<file path="config.mk">
export PLATFORM = sky130hd
export DESIGN_NAME = shift_ctrl_flat
export DESIGN_NICKNAME = d
export VERILOG_FILES = /design/src/rtl/shift_ctrl_if.sv /design/src/rtl/shift_ctrl.sv /design/src/flat_wrapper.sv
export SDC_FILE = /design/constraint.sdc
export NUM_CORES = 1
export LEC_CHECK = 0
export BUFFER_PORTS_ARGS = -buffer_cell sky130_fd_sc_hd__buf_2
export CAP_MARGIN = 20
export CORE_ASPECT_RATIO = 1.5
export CORE_MARGIN = 2
export CORE_UTILIZATION = 45
export CTS_BUF_LIST = sky130_fd_sc_hd__clkbuf_16
export CTS_CLUSTER_SIZE = 30
export DETAILED_ROUTE_END_ITERATION = 12
export GPL_ROUTABILITY_DRIVEN = 0
export PLACE_DENSITY = 0.89
export SYNTH_ARGS = -nofsm -noshare
export SYNTH_HDL_FRONTEND = slang
export SYNTH_SLANG_ARGS = --single-unit
</file>
<file path="constraint.sdc">
create_clock -name clk -period 3.4 [get_ports clk]
set_input_delay 0.68 -clock clk [delete_from_list [all_inputs] [get_ports clk]]
set_output_delay 0.68 -clock clk [all_outputs]
set_load 0.01 [all_outputs]
</file>
<file path="src/rtl/shift_ctrl_if.sv">
`default_nettype none
// ============================================================================
// Module   : shift_ctrl_if
// Purpose  : Requester, shifter and response signals of shift_ctrl.
// Revision : 1.0 - initial release
// ============================================================================
interface shift_ctrl_if #(
  parameter int AMT_W = 4
);
  logic             r0_valid;
  logic             r1_valid;
  logic             r0_ready;
  logic             r1_ready;
  logic [7:0]       r0_data;
  logic [7:0]       r1_data;
  logic [AMT_W-1:0] r0_amt;
  logic [AMT_W-1:0] r1_amt;
  logic             r0_left;
  logic             r1_left;

  logic [7:0]       sh_a;
  logic             sh_s2;
  logic             sh_s1;
  logic             sh_s0;
  logic             sh_left;
  logic [7:0]       sh_o;

  logic             rsp_valid;
  logic             rsp_ready;
  logic [7:0]       rsp_data;
  logic             rsp_id;

  // master: requesters, external shifter and response consumer
  modport master (
    output r0_valid, r1_valid, r0_data, r1_data, r0_amt, r1_amt, r0_left, r1_left,
    input  r0_ready, r1_ready,
    input  sh_a, sh_s2, sh_s1, sh_s0, sh_left,
    output sh_o,
    input  rsp_valid, rsp_data, rsp_id,
    output rsp_ready
  );

  modport slave (
    input  r0_valid, r1_valid, r0_data, r1_data, r0_amt, r1_amt, r0_left, r1_left,
    output r0_ready, r1_ready,
    output sh_a, sh_s2, sh_s1, sh_s0, sh_left,
    input  sh_o,
    output rsp_valid, rsp_data, rsp_id,
    input  rsp_ready
  );
endinterface
`default_nettype wire

</file>
<file path="src/rtl/shift_ctrl.sv">
`default_nettype none
// ============================================================================
// Module   : shift_ctrl
// Purpose  : Two-requester round-robin front end that chains passes through an
//            external 3-bit-amount shifter to reach any shift distance.
// Revision : 1.0 - initial release
// ============================================================================
module shift_ctrl #(
  parameter int AMT_W = 4
) (
  input  logic        clk,
  input  logic        rst,
  shift_ctrl_if.slave bus
);

  typedef enum logic [1:0] {
    IDLE  = 2'd0,
    SHIFT = 2'd1,
    DONE  = 2'd2
  } state_t;

  state_t           state, state_nx;
  logic [7:0]       work, work_nx;
  logic [AMT_W-1:0] rem, rem_nx;
  logic             dir, dir_nx;
  logic             id, id_nx;
  logic             last_grant, last_grant_nx;

  logic             any_valid;
  logic             gnt;
  logic [2:0]       pass;
  logic [AMT_W-1:0] rem_after;

  assign any_valid = bus.r0_valid | bus.r1_valid;
  // On contention the requester that did not win last time gets the slot.
  assign gnt       = (bus.r0_valid & bus.r1_valid) ? ~last_grant : bus.r1_valid;
  assign pass      = (rem > AMT_W'(7)) ? 3'd7 : rem[2:0];
  assign rem_after = rem - AMT_W'(pass);

  always_ff @(posedge clk or posedge rst) begin
    if (rst) begin
      state      <= IDLE;
      work       <= '0;
      rem        <= '0;
      dir        <= 1'b0;
      id         <= 1'b0;
      last_grant <= 1'b1;
    end else begin
      state      <= state_nx;
      work       <= work_nx;
      rem        <= rem_nx;
      dir        <= dir_nx;
      id         <= id_nx;
      last_grant <= last_grant_nx;
    end
  end

  always_comb begin
    state_nx      = state;
    work_nx       = work;
    rem_nx        = rem;
    dir_nx        = dir;
    id_nx         = id;
    last_grant_nx = last_grant;
    bus.r0_ready  = 1'b0;
    bus.r1_ready  = 1'b0;
    bus.sh_a      = 8'h00;
    bus.sh_s2     = 1'b0;
    bus.sh_s1     = 1'b0;
    bus.sh_s0     = 1'b0;
    bus.sh_left   = 1'b0;
    bus.rsp_valid = 1'b0;
    bus.rsp_data  = 8'h00;
    bus.rsp_id    = 1'b0;

    case (state)
      IDLE: begin
        bus.r0_ready = any_valid & ~gnt;
        bus.r1_ready = any_valid & gnt;
        if (any_valid) begin
          work_nx       = gnt ? bus.r1_data : bus.r0_data;
          rem_nx        = gnt ? bus.r1_amt  : bus.r0_amt;
          dir_nx        = gnt ? bus.r1_left : bus.r0_left;
          id_nx         = gnt;
          last_grant_nx = gnt;
          state_nx      = SHIFT;
        end
      end
      SHIFT: begin
        // A zero amount still takes one pass of 0 so every job visits SHIFT.
        bus.sh_a                          = work;
        {bus.sh_s2, bus.sh_s1, bus.sh_s0} = pass;
        bus.sh_left                       = dir;
        work_nx                           = bus.sh_o;
        rem_nx                            = rem_after;
        if (rem_after == '0) begin
          state_nx = DONE;
        end
      end
      DONE: begin
        bus.rsp_valid = 1'b1;
        bus.rsp_data  = work;
        bus.rsp_id    = id;
        if (bus.rsp_ready) begin
          state_nx = IDLE;
        end
      end
      default: begin
        state_nx = IDLE;
      end
    endcase
  end

endmodule
`default_nettype wire

</file>
<file path="src/flat_wrapper.sv">
// flat-port wrapper written by rule: the top's interface ports become plain ports
module shift_ctrl_flat 
#(
  parameter int AMT_W = 4
)
  (clk, rst, bus_r0_valid, bus_r1_valid, bus_r0_data, bus_r1_data, bus_r0_amt, bus_r1_amt, bus_r0_left, bus_r1_left, bus_r0_ready, bus_r1_ready, bus_sh_a, bus_sh_s2, bus_sh_s1, bus_sh_s0, bus_sh_left, bus_sh_o, bus_rsp_valid, bus_rsp_data, bus_rsp_id, bus_rsp_ready);
  shift_ctrl_if #(.AMT_W(AMT_W)) bus_i ();
  input  logic clk;
  input  logic rst;
  input wire logic [$bits(bus_i.r0_valid)-1:0] bus_r0_valid;
  input wire logic [$bits(bus_i.r1_valid)-1:0] bus_r1_valid;
  input wire logic [$bits(bus_i.r0_data)-1:0] bus_r0_data;
  input wire logic [$bits(bus_i.r1_data)-1:0] bus_r1_data;
  input wire logic [$bits(bus_i.r0_amt)-1:0] bus_r0_amt;
  input wire logic [$bits(bus_i.r1_amt)-1:0] bus_r1_amt;
  input wire logic [$bits(bus_i.r0_left)-1:0] bus_r0_left;
  input wire logic [$bits(bus_i.r1_left)-1:0] bus_r1_left;
  output wire logic [$bits(bus_i.r0_ready)-1:0] bus_r0_ready;
  output wire logic [$bits(bus_i.r1_ready)-1:0] bus_r1_ready;
  output wire logic [$bits(bus_i.sh_a)-1:0] bus_sh_a;
  output wire logic [$bits(bus_i.sh_s2)-1:0] bus_sh_s2;
  output wire logic [$bits(bus_i.sh_s1)-1:0] bus_sh_s1;
  output wire logic [$bits(bus_i.sh_s0)-1:0] bus_sh_s0;
  output wire logic [$bits(bus_i.sh_left)-1:0] bus_sh_left;
  input wire logic [$bits(bus_i.sh_o)-1:0] bus_sh_o;
  output wire logic [$bits(bus_i.rsp_valid)-1:0] bus_rsp_valid;
  output wire logic [$bits(bus_i.rsp_data)-1:0] bus_rsp_data;
  output wire logic [$bits(bus_i.rsp_id)-1:0] bus_rsp_id;
  input wire logic [$bits(bus_i.rsp_ready)-1:0] bus_rsp_ready;
  assign bus_i.r0_valid = bus_r0_valid;
  assign bus_i.r1_valid = bus_r1_valid;
  assign bus_i.r0_data = bus_r0_data;
  assign bus_i.r1_data = bus_r1_data;
  assign bus_i.r0_amt = bus_r0_amt;
  assign bus_i.r1_amt = bus_r1_amt;
  assign bus_i.r0_left = bus_r0_left;
  assign bus_i.r1_left = bus_r1_left;
  assign bus_r0_ready = bus_i.r0_ready;
  assign bus_r1_ready = bus_i.r1_ready;
  assign bus_sh_a = bus_i.sh_a;
  assign bus_sh_s2 = bus_i.sh_s2;
  assign bus_sh_s1 = bus_i.sh_s1;
  assign bus_sh_s0 = bus_i.sh_s0;
  assign bus_sh_left = bus_i.sh_left;
  assign bus_i.sh_o = bus_sh_o;
  assign bus_rsp_valid = bus_i.rsp_valid;
  assign bus_rsp_data = bus_i.rsp_data;
  assign bus_rsp_id = bus_i.rsp_id;
  assign bus_i.rsp_ready = bus_rsp_ready;
  shift_ctrl #(.AMT_W(AMT_W)) u_core (.clk(clk), .rst(rst), .bus(bus_i));
endmodule
</file>
# Word-level counts from Yosys, hierarchy flattened

Cells that the tools add are included.

Bits in writable memories: 0
Latch bits: 0
Register bits: 17
Memories kept: 0
Output and inout port bits: 24
Word-level logic and storage cells: 48
Bits in read-only memories: 0
Input bits: 39

Add/subtract/negate cells: 1
Muxes and demuxes: 23
Bitwise logic cells: 6
Multiply operators: 0
Order comparisons: 1
Divide/modulo/power cells: 0
Reductions and logical operators: 6
Shifts and indexed selects: 0
Equality and inequality tests: 5

Operator list:

| kind                 | count |
|---|---|
| $mux W8              | 4 |
| $pmux W8 S2          | 1 |
| $mux W1              | 10 |
| $mux W4              | 2 |
| $pmux W4 S2          | 1 |
| $mux W2              | 3 |
| $pmux W2 S3          | 1 |
| $gt A4 B3 Y1 const B | 1 |
| $logic_not A4 Y1     | 1 |
| $ne A2 B1 Y1 const B | 2 |
| $reduce_and A2 Y1    | 2 |
| $sub A4 B3 Y4        | 1 |
| $and A1 B1 Y1        | 3 |
| $mux W3              | 1 |
| $reduce_and A3 Y1    | 1 |
| $eq A2 B1 Y1 const B | 1 |
| $eq A2 B2 Y1 const B | 1 |
| $logic_not A2 Y1     | 1 |
| $ne A2 B2 Y1 const B | 1 |
| $not A1 Y1           | 2 |
| $reduce_bool A2 Y1   | 1 |
| $or A1 B1 Y1         | 1 |

# Longest topological paths before layout

Gate-level depths: netlist of the first run.

Depth after elaboration: 6
Mapped depth: 5
Gate-level depth less buffers: 5

# Least setup slack after synthesis of the first run

No wires, ideal clock.

Path type: input-to-output
From: input port bus_r1_valid
To: output port bus_r1_ready
Stages: 4
Buffers on the path: 1
Slack: 1.450 ns
Required time: 2.720 ns
Arrival: 1.270 ns
Path through: inv_2 a21oi_4 buf_12 and2_1

Cells in the longest elaborated chain, start to end: 4
Elaborated cells on any way between the ends: 5
Those cells by class: mux: 2; bitwise: 3

Ends and longest elaborated chain:

| what              | RTL line           | source |
|---|---|---|
| start, declared   | flat_wrapper.sv:11 | `input wire logic [$bits(bus_i.r1_valid)-1:0] bus_r1_valid;` |
| $and A1 B1 Y1     | shift_ctrl.sv:36   | `assign gnt = (bus.r0_valid & bus.r1_valid) ? ~last_grant : bus.r1_valid;` |
| $mux W1           | shift_ctrl.sv:36   |  |
| $and A1 B1 Y1 (*) | shift_ctrl.sv:79   | `bus.r1_ready = any_valid & gnt;` |
| $mux W1 (*)       | shift_ctrl.sv:76   | `case (state)` |
| end, declared     | flat_wrapper.sv:19 | `output wire logic [$bits(bus_i.r1_ready)-1:0] bus_r1_ready;` |

Mark *: on every way between the ends. The rest lies on a longest branch, timed or not.

# Final worst setup path of the first run

From: register u_core.state[0]
To: output port bus_r0_ready

Cells in the longest elaborated chain, start to end: 2

Ends and longest elaborated chain:

| what                   | RTL line           | source |
|---|---|---|
| start, declared        | shift_ctrl.sv:22   | `state_t state, state_nx;` |
| start signal, assigned | shift_ctrl.sv:49   | `state <= state_nx;` |
| $logic_not A2 Y1       | shift_ctrl.sv:76   |  |
| $mux W1                | shift_ctrl.sv:76   |  |
| end, declared          | flat_wrapper.sv:18 | `output wire logic [$bits(bus_i.r0_ready)-1:0] bus_r0_ready;` |

No other way between the ends.

==> results.py, run 1 <==
metrics = {
    "status": {
        "status": "finished, final reports clean",
    },
    "job": {
        "drv_cap": 0,
    },
    "clock_network": {
        "cts_buffers": 3,
        "post_cts.resized_instances": 0,
        "cts_tree": "built",
        "path_clk_slew_ns": 0.05,
        "clockRootBuffer": "clkbuf_16",
        "cts-htree-levels": 1,
        "cts.sinks": 17,
        "cts.path.max_buffers": 2,
        "postCtsSetupRepairBufs": 0,
        "clkLatencyLatePin_ns": 0.25,
        "hold_buffers": 0,
    },
    "sta": {
        "fin_crit_ns": 2.747,
        "hold_violations": 0,
        "fin_skew_ns": 0.001992,
        "period_share_pct": 80.80,
        "fin_worst_hold_slack_ns": 0.4642,
        "setup_viol": 0,
        "worstMarginPinSlew_ns": 0.8126,
        "slew_headroom_pct": 45.63,
        "slew_violations": 0,
        "max_freq_mhz": 364.0,
        "rsz0062_at_grt": "false",
        "final.setup.tns_ns": 0,
    },
    "yosys": {
        "synth_top_area_share_pct": 33.86,
        "synth-seq-cells": 17,
        "syn_nets": 167,
        "synth_area_leaders": "dfrtp_1 34%, mux2i_1 10%, and2_1 10%, a211oi_2 6.3%, nor2_1 6.0%",
        "ys_seq_area_share_pct": 36.08,
        "ys_types": 32,
        "syn_area_sq_um": 1182,
        "synthCells": 127,
        "yosysWarnings": 0,
        "syn_area_per_cell_sq_um": 9.310,
        "yosysTopAreaCell": "dfrtp_1",
    },
    "global_route": {
        "overflow": 0,
        "grt_pass1_wl_mm": 5.064,
        "grt_pass1_vias": 1108,
        "grt_util_all_layers_pct": 23.05,
        "grt_start_max_net_pins": 18,
        "antenna_found_initial": 0,
    },
    "pwr": {
        "leakage_nw": 0.7947,
        "powerDensity_nw_per_um2": 910.4,
        "irDropWorstVdd_uv": 458.2,
    },
    "final_layout": {
        "final_common_cell": "buf_2",
        "final_layout_size_suffix_gt1_share_pct": 42.25,
        "synthToLayoutAreaGrowth_pct": 31.75,
        "mostFrequentLayoutCells": "62 x buf_2, 19 x nor2_1, 19 x and2_1",
        "num_antenna_cells": 0,
        "nNetsFinal": 228,
    },
    "place": {
        "dp_hpwl_mm": 2.402,
        "place.port_buffers": 62,
    },
    "routing": {
        "drt_pass1_iterations": 4,
        "viasPerCell": 5.555,
        "drt_iter0_drc": 33,
        "drt-total-wl_mm": 3.206,
        "drtAntennaViolNets": 0,
        "routedWlPerCell_microns": 15.19,
        "num_vias": 1172,
        "drc": 0,
    },
    "critical_path": {
        "crit_path_start_kind": "flop",
        "crit_fanout": 14,
        "arrival_ns": 2.07,
        "crit_type": "flop to output port",
        "end_kind": "output port",
        "required_ns": 2.72,
    },
    "floorplan": {
        "rows": 22,
        "die_w_microns": 45.86,
        "die_h_microns": 66.78,
        "core_sq_um": 2477,
        "die-area_sq_um": 3062,
        "start_util_pct": 47.73,
        "ios": 63,
    },
    "min_path": {
        "hold_path_class": "flop to flop",
    },
}
## cell usage after synthesis, drive strengths merged
| cell type | number |
|---|---|
| nor2 | 20 |
| and2 | 19 |
| dfrtp | 16 |
| mux2i | 12 |
| a211oi | 9 |
| nor3b | 9 |
| buf | 4 |
| nand2 | 4 |
| nand2b | 4 |
| o21ai | 4 |
| a21oi | 3 |
| a31oi | 3 |
| clkbuf | 3 |
| inv | 3 |
| mux2 | 2 |
| nor2b | 2 |
| a21o | 1 |
| a32o | 1 |
| and2b | 1 |
| and3 | 1 |
| dfstp | 1 |
| ha | 1 |
| nor3 | 1 |
| o22ai | 1 |
| or2 | 1 |
| xnor2 | 1 |
## routing by layer
layer	routed length, microns	up-vias	track usage [%]
met5	0	-	0
met4	95	0	12.86
met3	109	9	2.981
met2	1735	39	38.89
met1	1265	566	26.75
li1	-	558	-
## stage by stage
stage                     cell area, sq um  instances  total power, mW  setup WS [ns]  util, %
final                                 1558        211            1.418         0.6529    62.88
after global routing                  1558        211            1.528         0.4438    62.88
after CTS                             1558        211            1.419         0.6780    62.88
after detailed placement              1478        207            1.169         0.7644    59.65
after global placement                1478        207            1.142         0.8475    59.65
after floorplan                       1182        127           0.9535          1.450        -
## report_power, final
part	switching [mW]	internal, mW
clock	0.0867	0.158
sequential	0.120	0.312
combinational	0.399	0.342
total	0.607	0.812
## registers in the layout (all words and copies together), names as in the netlist
name / flops
u_core.work: 8
u_core.last_grant: 1
u_core.state: 2
u_core.rem: 4
u_core.id: 1
u_core.dir: 1
## critical path: stages, from the launching register on
cell     delay [ns]
dfrtp_1        0.58
nor3_1         0.14
nor2_1         0.64
nand2_1        0.20
nor2_1         0.12
buf_2          0.13
## final timing paths
path | endpoint | slack, ns | depth (start not counted) | from
min in group asynchronous | u_core.rem[0] | 0.51 | 2 | rst
worst min register to register | u_core.id | 0.46 | 1 | u_core.id
worst max register to register | u_core.dir | 1.31 | 3 | u_core.state[1]
worst min-delay path | u_core.id | 0.46 | 1 | u_core.id
worst max-delay path | bus_r0_ready | 0.65 | 5 | u_core.state[0]
max in group asynchronous | u_core.rem[2] | 2.48 | 2 | rst
## cells by family (layout without fill, tap and decap cells)
| group | after synthesis | in the layout | synth area share [%] |
|---|---|---|---|
| AOI/OAI and AO/OA | 22 | 22 | 15.77 |
| buffers and inverters | 10 | 70 | 5.397 |
| xor gates and xnor gates | 1 | 1 | 0.7409 |
| DFF | 17 | 17 | 36.08 |
| muxes | 14 | 14 | 12.06 |
| and+or+nand+nor | 62 | 62 | 28.89 |
| adders and majority gates | 1 | 1 | 1.058 |
## area by class of cell
type | instances | area [sq um]
Timing Repair Buffer | 63 | 317.8
Clock buffer | 3 | 75.07
Fill cell | 244 | 919.6
Inverter | 3 | 11.26
Multi-Input combinational cell | 100 | 691.9
Sequential cell | 17 | 426.7
Tap cell | 24 | 30.03
Clock inverter | 1 | 5.005
Power figures use the tool's default switching activity.
==> run 2, diff against run 1 <==
--- a/config.mk
+++ b/config.mk
@@ -9,12 +9,12 @@
 export CAP_MARGIN = 20
 export CORE_ASPECT_RATIO = 1.5
 export CORE_MARGIN = 2
-export CORE_UTILIZATION = 45
+export CORE_UTILIZATION = 44
 export CTS_BUF_LIST = sky130_fd_sc_hd__clkbuf_16
 export CTS_CLUSTER_SIZE = 30
 export DETAILED_ROUTE_END_ITERATION = 12
 export GPL_ROUTABILITY_DRIVEN = 0
-export PLACE_DENSITY = 0.89
+export PLACE_DENSITY = 0.88
 export SYNTH_ARGS = -nofsm -noshare
 export SYNTH_HDL_FRONTEND = slang
 export SYNTH_SLANG_ARGS = --single-unit
==> constraint.sdc (replaced) <==
create_clock -name clk -period 2.9 [get_ports clk]
set_input_delay 0.58 -clock clk [delete_from_list [all_inputs] [get_ports clk]]
set_output_delay 0.58 -clock clk [all_outputs]
set_load 0.01 [all_outputs]
==> run 2 against run 1 <==
Clock power increased by 13%. Die area increased by 2.1%. Total power increased by 17%. Hold slack got worse by 0.042 ns. Clock skew about the same. Final area increased by 1.4%. Sequential cell count unchanged. Combinational power increased by 18%. Global-route usage decreased by 0.85 points. Routed wire length decreased by 2.5%. Critical path type unchanged. Largest cell class unchanged.
==> results.py, run 2 (same netlist as run 1, synthesis figures left out) <==
metrics = {
    "sta": {
        "hold_violations": 0,
        "setup_viol": 0,
        "fin_crit_ns": 2.561,
        "final.setup.tns_ns": 0,
        "slew_headroom_pct": 51.58,
        "worstMarginPinSlew_ns": 0.7236,
        "fin_worst_hold_slack_ns": 0.4227,
        "fin_skew_ns": 0.001605,
        "rsz0062_at_grt": "false",
        "max_freq_mhz": 390.5,
        "slew_violations": 0,
        "fin_ws_ns": 0.3389,
        "period_share_pct": 88.31,
    },
    "final_layout": {
        "nNetsFinal": 229,
        "multiInputGateArea_sq_um": 691.9,
        "largest_reg_flops": 8,
        "nFillCells": 229,
        "final_layout_size_suffix_gt1_share_pct": 42.02,
        "synthToLayoutAreaGrowth_pct": 33.65,
        "final_common_cell": "buf_2",
        "reg_top3": "u_core.work: 8 flops, u_core.rem: 4 flops, u_core.state: 2 flops",
        "mostFrequentLayoutCells": "62 x buf_2, 19 x nor2_1, 19 x and2_1",
        "num_antenna_cells": 0,
        "regMostFlops": "u_core.work",
        "regArea_sq_um": 426.7,
    },
    "floorplan": {
        "core_sq_um": 2619,
        "die-area_sq_um": 3126,
        "die_w_microns": 46.33,
        "rows": 23,
        "die_h_microns": 67.49,
        "ios": 63,
        "start_util_pct": 45.15,
    },
    "critical_path": {
        "r2r-end": "u_core.id",
        "critPathTopFamily": "simple AND/OR/NAND/NOR gates",
        "arrival_ns": 1.98,
        "crit_fanout": 14,
        "crit_path_start_kind": "flop",
        "cp_num_buf_inv": 1,
        "slowest_delay_ns": 0.57,
        "required_ns": 2.32,
        "reg2reg_slack_ns": 1.10,
        "cp_common_cell": "nor2_1",
        "crit_type": "flop to output port",
        "r2r_start": "u_core.state[0]",
        "cp_cell_sequence": "nor3_1 > nor2_1 > nand2_1 > nor2_1 > buf_2",
        "critPathSlowestCell": "dfrtp_1",
        "reg2reg_depth": 4,
        "end_kind": "output port",
    },
    "clock_network": {
        "cts.path.max_buffers": 2,
        "hold_buffers": 0,
        "cts_buffers": 3,
        "clkLatencyLatePin_ns": 0.25,
        "path_clk_slew_ns": 0.05,
        "clockRootBuffer": "clkbuf_16",
        "postCtsSetupRepairBufs": 0,
        "cts.sinks": 17,
        "post_cts.resized_instances": 0,
        "cts_tree": "built",
        "cts-htree-levels": 1,
    },
    "place": {
        "pre_cts_ws_ns": 0.5156,
        "dp_hpwl_mm": 2.364,
        "place.port_buffers": 62,
    },
    "global_route": {
        "antenna_found_initial": 0,
        "grt_pass1_wl_mm": 5.002,
        "grt_util_all_layers_pct": 22.20,
        "grt_pass1_vias": 1081,
        "overflow": 0,
        "grt_start_max_net_pins": 18,
    },
    "routing": {
        "drc": 0,
        "num_vias": 1160,
        "drtAntennaViolNets": 0,
        "drt-total-wl_mm": 3.127,
        "routedWlPerCell_microns": 13.90,
        "drt_pass1_iterations": 4,
        "drt_iter0_drc": 45,
        "viasPerCell": 5.156,
    },
    "job": {
        "drv_cap": 0,
    },
    "min_path": {
        "hold_path_class": "input pin to asynchronous set/reset pin",
    },
    "pwr": {
        "irDropWorstVdd_uv": 613.4,
        "powerDensity_nw_per_um2": 1051,
        "leakage_nw": 0.8011,
    },
    "status": {
        "status": "finished, final reports clean",
    },
}
[run 2: cell types whose count changed in the layout (fill, tap and decap cells not counted)]
cell | before | now
buf_4 | 1 | 2
inv_1 | 2 | 3
clkinv_2 | 1 | 0
[run 2: how the worst max path moves through the flow]
stage                         start           end  cells past startpoint
global route        u_core.state[0]  bus_r0_ready                      5
CTS                 u_core.state[0]  bus_r0_ready                      5
floorplan              bus_r1_valid  bus_r1_ready                      4
finish              u_core.state[0]  bus_r0_ready                      5
detailed placement     bus_r0_valid  bus_r0_ready                      6
global placement       bus_r0_valid  bus_r0_ready                      6
[run 2: stage by stage]
stage	cell area [sq um]	utilization [%]	power (mW)	instances
after floorplan	1182	-	1.118	127
after global placement	1501	57.33	1.360	221
after detailed placement	1501	57.33	1.380	221
after CTS	1580	60.34	1.668	225
after global routing	1580	60.34	1.791	225
final	1580	60.34	1.660	225
[run 2: power by group]
group	internal, mW	switching [mW]	total (mW)
Clock	0.183	0.0932	0.276
Sequential	0.366	0.145	0.511
Combinational	0.411	0.462	0.873
[run 2: area by class of cell]
| cell class | instances | area share (%) |
|---|---|---|
| Clock inverter | 1 | 0.2375 |
| Sequential cell | 17 | 27.00 |
| Inverter | 3 | 0.7126 |
| Timing Repair Buffer | 64 | 20.59 |
| Clock buffer | 3 | 4.751 |
| Tap cell | 37 | 2.930 |
| Multi-Input combinational cell | 100 | 43.78 |
[run 2: per-layer routing]
layer  track usage [%]  share of wire (%)  wire, microns
met3             3.476                8.0            250
met5                 0                  0              0
met4             7.500                1.7             52
met2             37.67                 54           1683
met1             27.78                 36           1141
[run 2: worst register-to-register path, delay by kind of cell, from the launching register on]
family	cells	cell delay [ns]
simple gates	3	0.90
compound gates	1	0.22
flops	1	0.57
==> run 3, diff against run 2 <==
==> constraint.sdc (replaced) <==
create_clock -name clk -period 2.9 [get_ports clk]
set_input_delay 0.29 -clock clk [delete_from_list [all_inputs] [get_ports clk]]
set_output_delay 0.29 -clock clk [all_outputs]
set_load 0.01 [all_outputs]
==> run 3 against run 2 <==
Clock power is essentially flat. Routed wire length shrank 1.2%. Cell count is the same. Sequential power shrank 0.8%. Register-to-register slack lost 0.03 ns. Via count shrank 1.3%. Maximum frequency grew 18%. Clock skew grew 0.00075 ns. Final area is essentially flat. Critical path type unchanged. Largest cell class unchanged. Largest power group unchanged.
==> results.py, run 3 (same netlist as run 1, synthesis figures left out) <==
metrics = {
    "clock_network": {
        "cts.sinks": 17,
        "cts-htree-levels": 1,
        "clockRootBuffer": "clkbuf_16",
        "postCtsSetupRepairBufs": 0,
        "cts_tree": "built",
        "cts.path.max_buffers": 2,
        "hold_buffers": 0,
        "path_clk_slew_ns": 0.05,
        "cts_buffers": 3,
        "clkLatencyLatePin_ns": 0.25,
        "post_cts.resized_instances": 0,
    },
    "place": {
        "place.port_buffers": 62,
        "dp_hpwl_mm": 2.391,
    },
    "pwr": {
        "seqPwrFrac_pct": 30.3,
        "combPwrFrac_pct": 53.1,
        "irDropWorstVdd_uv": 581.9,
        "p_sw_mw": 0.7020,
        "leakage_nw": 0.7993,
        "p_int_mw": 0.9681,
        "powerDensity_nw_per_um2": 1056,
        "swShare_pct": 42.03,
        "clkPwrFrac_pct": 16.6,
    },
    "sta": {
        "rsz0062_at_grt": "false",
        "max_freq_mhz": 460.3,
        "period_share_pct": 74.92,
        "fin_crit_ns": 2.173,
        "hold_violations": 0,
        "setup_viol": 0,
        "worstMarginPinSlew_ns": 0.7379,
        "slew_violations": 0,
        "final.setup.tns_ns": 0,
        "slew_headroom_pct": 50.71,
        "fin_skew_ns": 0.002355,
        "fin_worst_hold_slack_ns": 0.1258,
    },
    "final_layout": {
        "nNetsFinal": 229,
        "num_antenna_cells": 0,
        "reg_top3": "u_core.work: 8 flops, u_core.rem: 4 flops, u_core.state: 2 flops",
        "regMostFlops": "u_core.work",
        "synthToLayoutAreaGrowth_pct": 33.76,
        "largest_reg_flops": 8,
        "final_common_cell": "buf_2",
        "final_layout_size_suffix_gt1_share_pct": 42.55,
        "mostFrequentLayoutCells": "62 x buf_2, 19 x nor2_1, 19 x and2_1",
    },
    "routing": {
        "drc": 0,
        "num_vias": 1145,
        "drtAntennaViolNets": 0,
        "drt-total-wl_mm": 3.089,
        "viasPerCell": 5.089,
        "drt_iter0_drc": 31,
        "drt_pass1_iterations": 6,
        "routedWlPerCell_microns": 13.73,
    },
    "critical_path": {
        "cp_cell_sequence": "nor2b_1 > and2_1 > buf_2",
        "crit_fanout": 15,
        "required_ns": 2.61,
        "critPathSlowestCell": "nor2b_1",
        "arrival_ns": 1.88,
        "crit_type": "flop to output port",
        "cp_num_buf_inv": 1,
        "critPathTopFamily": "simple AND/OR/NAND/NOR gates",
        "crit_path_start_kind": "flop",
        "slowest_delay_ns": 0.67,
        "end_kind": "output port",
    },
    "global_route": {
        "antenna_found_initial": 0,
        "grt_util_all_layers_pct": 22.28,
        "grt_pass1_vias": 1126,
        "overflow": 0,
        "grt_pass1_wl_mm": 5.106,
        "grt_start_max_net_pins": 18,
    },
    "floorplan": {
        "ios": 63,
        "die-area_sq_um": 3126,
        "die_h_microns": 67.49,
        "die_w_microns": 46.33,
        "start_util_pct": 45.15,
        "rows": 23,
        "core_sq_um": 2619,
    },
    "status": {
        "status": "finished, final reports clean",
    },
    "job": {
        "drv_cap": 0,
    },
    "min_path": {
        "hold_path_class": "input pin to asynchronous set/reset pin",
    },
}
run 3: power groups by stage:
stage | registers, mW | clock network [mW] | logic [mW]
4_1_cts | 0.503 | 0.279 | 0.897
3_3_place_gp | 0.497 | 0 | 0.864
3_5_place_dp | 0.503 | 0 | 0.889
5_1_grt | 0.530 | 0.292 | 0.975
6_report | 0.507 | 0.277 | 0.886
2_1_floorplan | 0.444 | 0 | 0.674
run 3: per-stage QoR:
step                instance area, sq um  util (%)  instances  worst slack [ns]  total power, mW
CTS                                 1582     60.39        225            0.7726            1.678
detailed placement                  1501     57.33        221             1.053            1.392
floorplan                           1182         -        127             1.555            1.118
global placement                    1501     57.33        221             1.102            1.361
finish                              1582     60.39        225            0.7273            1.670
global route                        1582     60.39        225            0.6434            1.797
run 3: cell type report:
class                           instances  area [sq um]
Fill cell                             212          1037
Multi-Input combinational cell        100         691.9
Sequential cell                        17         426.7
Timing Repair Buffer                   64         325.3
Clock buffer                            3         75.07
Tap cell                               37         46.29
Inverter                                3         11.26
Clock inverter                          1         5.005
run 3: worst paths after layout:
kind,end,slack (ns),depth (start not counted),from
worst min register to register,u_core.id,0.48,1,u_core.id
max in group asynchronous,u_core.rem[2],2.36,2,rst
worst max register to register,u_core.dir,1.07,3,u_core.state[1]
worst min-delay path,u_core.work[0],0.13,2,rst
worst max-delay path,bus_rsp_data[1],0.73,3,u_core.state[1]
min in group clk,u_core.last_grant,0.29,2,bus_r0_valid
run 3: metal layers:
| metal | share of wire [%] | GRT usage (%) | vias to the layer above |
|---|---|---|---|
| li1 | - | - | 561 |
| met1 | 39 | 27.70 | 525 |
| met2 | 53 | 38.89 | 55 |
| met3 | 6.6 | 1.337 | 4 |
| met4 | 1.4 | 8.571 | 0 |
| met5 | 0 | 0 | - |
